[config.mk]
export PLATFORM = sky130hd
export DESIGN_NAME = pipe_stage_reg
export DESIGN_NICKNAME = d
export VERILOG_FILES = /design/src/rtl/pipe_stage_reg.sv
export SDC_FILE = /design/constraint.sdc
export NUM_CORES = 1
export LEC_CHECK = 0
export CAP_MARGIN = 20
export CORE_MARGIN = 2
export CORE_UTILIZATION = 55
export CTS_BUF_LIST = sky130_fd_sc_hd__clkbuf_4
export DETAILED_ROUTE_END_ITERATION = 7
export DONT_BUFFER_PORTS = 1
export HOLD_SLACK_MARGIN = 0.1
export PLACE_DENSITY = 0.74
export SYNTH_ARGS = -nofsm -noshare
export SYNTH_HDL_FRONTEND = slang
export SYNTH_SLANG_ARGS = --single-unit
export TNS_END_PERCENT = 30
[constraint.sdc]
create_clock -name i_clk -period 2.3 [get_ports i_clk]
set_input_delay 0.115 -clock i_clk [delete_from_list [all_inputs] [get_ports i_clk]]
set_output_delay 0.115 -clock i_clk [all_outputs]
set_load 0.005 [all_outputs]
[src/rtl/pipe_stage_reg.sv]
// Pipeline stage register with valid/ready handshake, flush and a saturating stall counter.
// Define PIPE_STAGE_SKID_EN to build the two-entry skid-buffer variant with a registered o_ready.
module pipe_stage_reg #(
  parameter int                 NB_DATA   = 32,
  parameter logic [NB_DATA-1:0] RESET_VAL = {NB_DATA{1'b0}},
  parameter int                 NB_CNT    = 16
) (
  input  logic               i_clk,
  input  logic               i_reset,
  input  logic               i_flush,
  input  logic               i_valid,
  output logic               o_ready,
  input  logic [NB_DATA-1:0] i_data,
  output logic               o_valid,
  input  logic               i_ready,
  output logic [NB_DATA-1:0] o_data,
  input  logic               i_clr_cnt,
  output logic [NB_CNT-1:0]  o_stall_cnt
);

  logic              valid_q;
  logic [NB_CNT-1:0] cnt_q;
  logic [NB_CNT-1:0] cnt_d;
  logic              stall_s;

`ifdef PIPE_STAGE_SKID_EN

  typedef enum logic [1:0] {
    ST_EMPTY = 2'd0,
    ST_ONE   = 2'd1,
    ST_TWO   = 2'd2
  } state_t;

  state_t             state_q;
  state_t             state_d;
  logic [NB_DATA-1:0] main_q;
  logic [NB_DATA-1:0] main_d;
  logic [NB_DATA-1:0] skid_q;
  logic [NB_DATA-1:0] skid_d;
  logic               ready_q;
  logic               in_s;
  logic               out_s;

  assign in_s    = i_valid && ready_q;
  assign out_s   = i_ready && valid_q;
  assign o_ready = ready_q;
  assign o_valid = valid_q;
  assign o_data  = main_q;

  // Next-state and data steering for the main/skid pair
  always_comb begin
    state_d = state_q;
    main_d  = main_q;
    skid_d  = skid_q;
    if (i_flush) begin
      state_d = ST_EMPTY;
    end else begin
      case (state_q)
        ST_EMPTY: begin
          if (in_s) begin
            state_d = ST_ONE;
            main_d  = i_data;
          end else begin
            state_d = ST_EMPTY;
          end
        end
        ST_ONE: begin
          if (in_s && out_s) begin
            main_d = i_data;
          end else if (in_s && !out_s) begin
            state_d = ST_TWO;
            skid_d  = i_data;
          end else if (!in_s && out_s) begin
            state_d = ST_EMPTY;
          end else begin
            state_d = ST_ONE;
          end
        end
        ST_TWO: begin
          // Downstream drains main; the skid entry moves up to keep FIFO order
          if (out_s) begin
            state_d = ST_ONE;
            main_d  = skid_q;
          end else begin
            state_d = ST_TWO;
          end
        end
        default: begin
          state_d = ST_EMPTY;
        end
      endcase
    end
  end

  // FSM state, payload registers and registered handshake outputs
  always_ff @(posedge i_clk) begin
    if (i_reset) begin
      state_q <= ST_EMPTY;
      main_q  <= RESET_VAL;
      skid_q  <= RESET_VAL;
      ready_q <= 1'b1;
      valid_q <= 1'b0;
    end else begin
      state_q <= state_d;
      main_q  <= main_d;
      skid_q  <= skid_d;
      ready_q <= (state_d != ST_TWO);
      valid_q <= (state_d != ST_EMPTY);
    end
  end

`else

  logic               valid_d;
  logic [NB_DATA-1:0] data_q;
  logic [NB_DATA-1:0] data_d;
  logic               in_hs_s;

  assign o_ready = !valid_q || i_ready;
  assign in_hs_s = i_valid && o_ready;
  assign o_valid = valid_q;
  assign o_data  = data_q;

  // Single-register capture; a flush drops the entry and discards any incoming payload
  always_comb begin
    valid_d = valid_q;
    data_d  = data_q;
    if (i_flush) begin
      valid_d = 1'b0;
    end else if (in_hs_s) begin
      valid_d = 1'b1;
      data_d  = i_data;
    end else if (valid_q && i_ready) begin
      valid_d = 1'b0;
    end else begin
      valid_d = valid_q;
    end
  end

  // Stage payload registers
  always_ff @(posedge i_clk) begin
    if (i_reset) begin
      valid_q <= 1'b0;
      data_q  <= RESET_VAL;
    end else begin
      valid_q <= valid_d;
      data_q  <= data_d;
    end
  end

`endif

  assign stall_s     = valid_q && !i_ready;
  assign o_stall_cnt = cnt_q;

  // Saturating stall counter; clear wins over increment
  always_comb begin
    cnt_d = cnt_q;
    if (i_clr_cnt) begin
      cnt_d = {NB_CNT{1'b0}};
    end else if (stall_s && (cnt_q != {NB_CNT{1'b1}})) begin
      cnt_d = cnt_q + {{(NB_CNT-1){1'b0}}, 1'b1};
    end else begin
      cnt_d = cnt_q;
    end
  end

  // Stall counter register
  always_ff @(posedge i_clk) begin
    if (i_reset) begin
      cnt_q <= {NB_CNT{1'b0}};
    end else begin
      cnt_q <= cnt_d;
    end
  end

endmodule

==> run metrics <==
worst clock skew 0.0163 ns; clk sink count 49; Yosys reg bits 49; layout cells sized above 1 6.11%; DP Worst Slack 0.375 ns; Max Cap Violations 0; FF-to-FF End o_data[13]$_SDFFE_PP0P_; mapped cell area 1970 sq um; Top Ports 88; Crit Path Max Fanout 32; global-route wire length before repair 10.0 mm; Initial DRC Count 135; clk buf depth 2; setup tns final 0 ns; upper clock frequency limit 0.457 GHz; PortBufs 0; reg2reg path depth 7; Rel. slew slack 62.3%; largest net degree at the start of global routing 37; RD Place Congestion 0.761; starting density of the core 58.0%; Skew-Pair Late Insertion Delay 0.38 ns; Vias/cell 5.74; Post-DRT Antenna Nets 0; # DRC 0; Gate power share 11.8%; Worst setup SP type register; antenna violations before repair 0; Synth Instances 245; Ys Warns 0; Syn Nets 284; endpoints failing setup 0; Final #Nets 349; sequential share of the synthesized area 49.9%; Seq pwr share 60.5%; CTS tree yes; Yosys cell types 34; DIE HEIGHT 63.8 um; CP Data Arrival Time 2.51 ns; Final Util 81.5%; R2R setup slack 0.11 ns; Static Leakage 0.00103 uW; All-Layer GR Usage 32.0%; worst hold stages 3; fin crit share 95.2%; WP data required 2.62 ns; Slew Limit Fails 0; syn avg cell area 8.02 sq um; area grow syn2layout 40.6%; post-DR wirelength/cell 17.0 um; crit end category register; grt ovf 0; Internal 1100 uW; drt pass-1 iters 4; # diodes 0; number of global-route vias before repair 2083; Slew @ Worst Pin 0.562 ns; RR Startpoint o_valid$_SDFFE_PP0P_; Hold EP o_stall_cnt[15]$_SDFFE_PP0P_; overall die width 63.8 um; post-CTS setup buffers 0; Hold Crit Start i_reset; clock group share of total power 27.7%; CTS Buf Count 5; WL final 6.06 mm; Fin. Hold Viols 0; Cell Area, Placed 2010 sq um; row cnt 21; clk slew on worst S/H paths 0.16 ns; RSZ-0062 raised after global routing no; Worst Hold Class input port to register; final non-filler cell area 2760 sq um; final critical-path required period 2.19 ns; full die area 4070 sq um; Power, Total 1490 uW; switching power 390 uW; pwr dens 538 nW/um^2; crit path kind register to register; vias after detailed routing 2050; core area 3390 sq um; status complete, no violations; setup ws final 0.111 ns; CTS H-tree lvls 2; Peak supply drop 0.410 mV; DP HPWL 3.06 mm; Root Buffer clkbuf_4; Sw Ratio 26.2%
[layout by cell type (no fill, tap or decap), types with 2 or more instances in the layout]
master	n
or3_1	5
a21oi_1	41
nand2_1	74
o21ai_0	3
nand3_1	3
nand4b_1	2
clkbuf_4	5
buf_4	4
nor4_1	3
or4_1	6
dfxtp_1	49
dlygate4sd3_1	67
a31oi_1	3
nor3_1	6
nand4_1	4
o21a_1	2
o31ai_1	7
nor2_1	4
inv_1	2
[cell families after synthesis]
family                   after synthesis  share of synthesized area [%]
AO/OA/AOI/OAI                         61                           17.8
adder cells (fa/ha/maj)                1                          0.636
AND/OR/NAND/NOR                      115                           27.6
multiplexers                           1                          0.509
flip-flops                            49                           49.9
buffers and inverters                 18                           3.56
[how the worst max path moves through the flow]
stage | start | endpoint | cells after the start
after global placement | o_stall_cnt[0]$_SDFFE_PP0P_ | o_stall_cnt[8]$_SDFFE_PP0P_ | 5
after floorplan | o_stall_cnt[0]$_SDFFE_PP0P_ | o_stall_cnt[8]$_SDFFE_PP0P_ | 6
after detailed placement | o_stall_cnt[0]$_SDFFE_PP0P_ | o_stall_cnt[8]$_SDFFE_PP0P_ | 5
after global routing | o_valid$_SDFFE_PP0P_ | o_data[13]$_SDFFE_PP0P_ | 7
final | o_valid$_SDFFE_PP0P_ | o_data[13]$_SDFFE_PP0P_ | 7
after CTS | o_valid$_SDFFE_PP0P_ | o_data[28]$_SDFFE_PP0P_ | 7
[state kept, by name (all words and copies together) (netlist names)]
register	flops
o_data	32
o_stall_cnt	16
o_valid	1
[per-layer routing]
| layer | global-route usage (%) | vias to the layer above | routed length (um) |
|---|---|---|---|
| li1 | - | 993 | - |
| met1 | 35.5 | 946 | 2320 |
| met2 | 54.4 | 93 | 3060 |
| met3 | 12.1 | 18 | 534 |
| met4 | 13.9 | 0 | 139 |
| met5 | 0 | - | 0 |
[synth_stat cells]
master     n  area share (%)
nand4_1    4             1.3
and2_1     1            0.32
nand2_1   74              14
inv_2      1            0.19
or4_1      6             2.3
o211ai_1   1            0.38
or3_1      5             1.6
and3_1     1            0.32
nand3_1    3            0.76
nand4b_1   2            0.89
nor2_1     4            0.76
o21ai_0    3            0.76
a41o_1     1            0.51
nor2b_4    1            0.70
nor3_1     6             1.5
inv_1      2            0.38
a31oi_1    3            0.95
nor4_1     3            0.95
nand3_2    1            0.51
a311oi_1   1            0.45
o311ai_0   1            0.45
o21a_1     2            0.76
nor3b_1    1            0.38
o31ai_1    7             2.7
mux2i_1    1            0.51
o41ai_1    1            0.45
clkbuf_2   2            0.51
dfxtp_1   49              50
or2_2      1            0.32
ha_1       1            0.64
nand3b_1   1            0.38
clkbuf_1  13             2.5
and4_1     1            0.45
a21oi_1   41              10
[what timing repair did]
item / CTS / global route
gates resized for setup: 0 / 2
hold buffers: 68 / 0
setup endpoints to repair: 0 / 4
endpoints found under the hold margin: 48 / 0
[power groups by stage]
| stage | Combinational (uW) | Clock, uW | Sequential, uW |
|---|---|---|---|
| 2_1_floorplan | 62.1 | 0 | 910 |
| 3_3_place_gp | 64.3 | 0 | 915 |
| 3_5_place_dp | 66.8 | 0 | 916 |
| 4_1_cts | 161 | 411 | 897 |
| 5_1_grt | 191 | 449 | 901 |
| 6_report | 176 | 411 | 899 |
[final cells by class]
class | instances | area (sq um)
flip-flops and latches | 49 | 981
multi-input cells | 178 | 920
repair buffers | 73 | 736
fillers | 210 | 626
well taps | 46 | 57.6
clock buffers | 5 | 37.5
clock inverters | 3 | 21.3
inverters | 3 | 11.3
[worst max-delay path, cell delays in order, from the launching register on]
cell,delay [ns]
dfxtp_1,0.41
nor2b_4,0.23
inv_2,0.14
nand3b_1,0.14
buf_8,0.22
nand2_1,0.11
a21oi_1,0.24
dlygate4sd3_1,0.62
[stage by stage]
| step | std cells | hold slack [ns] |
|---|---|---|
| global placement | 281 | 0.186 |
| finish | 357 | 0.144 |
| global route | 357 | 0.144 |
| detailed placement | 281 | 0.188 |
| floorplan | 245 | 0.194 |
| CTS | 357 | 0.134 |
Power figures use the tool's default switching activity.
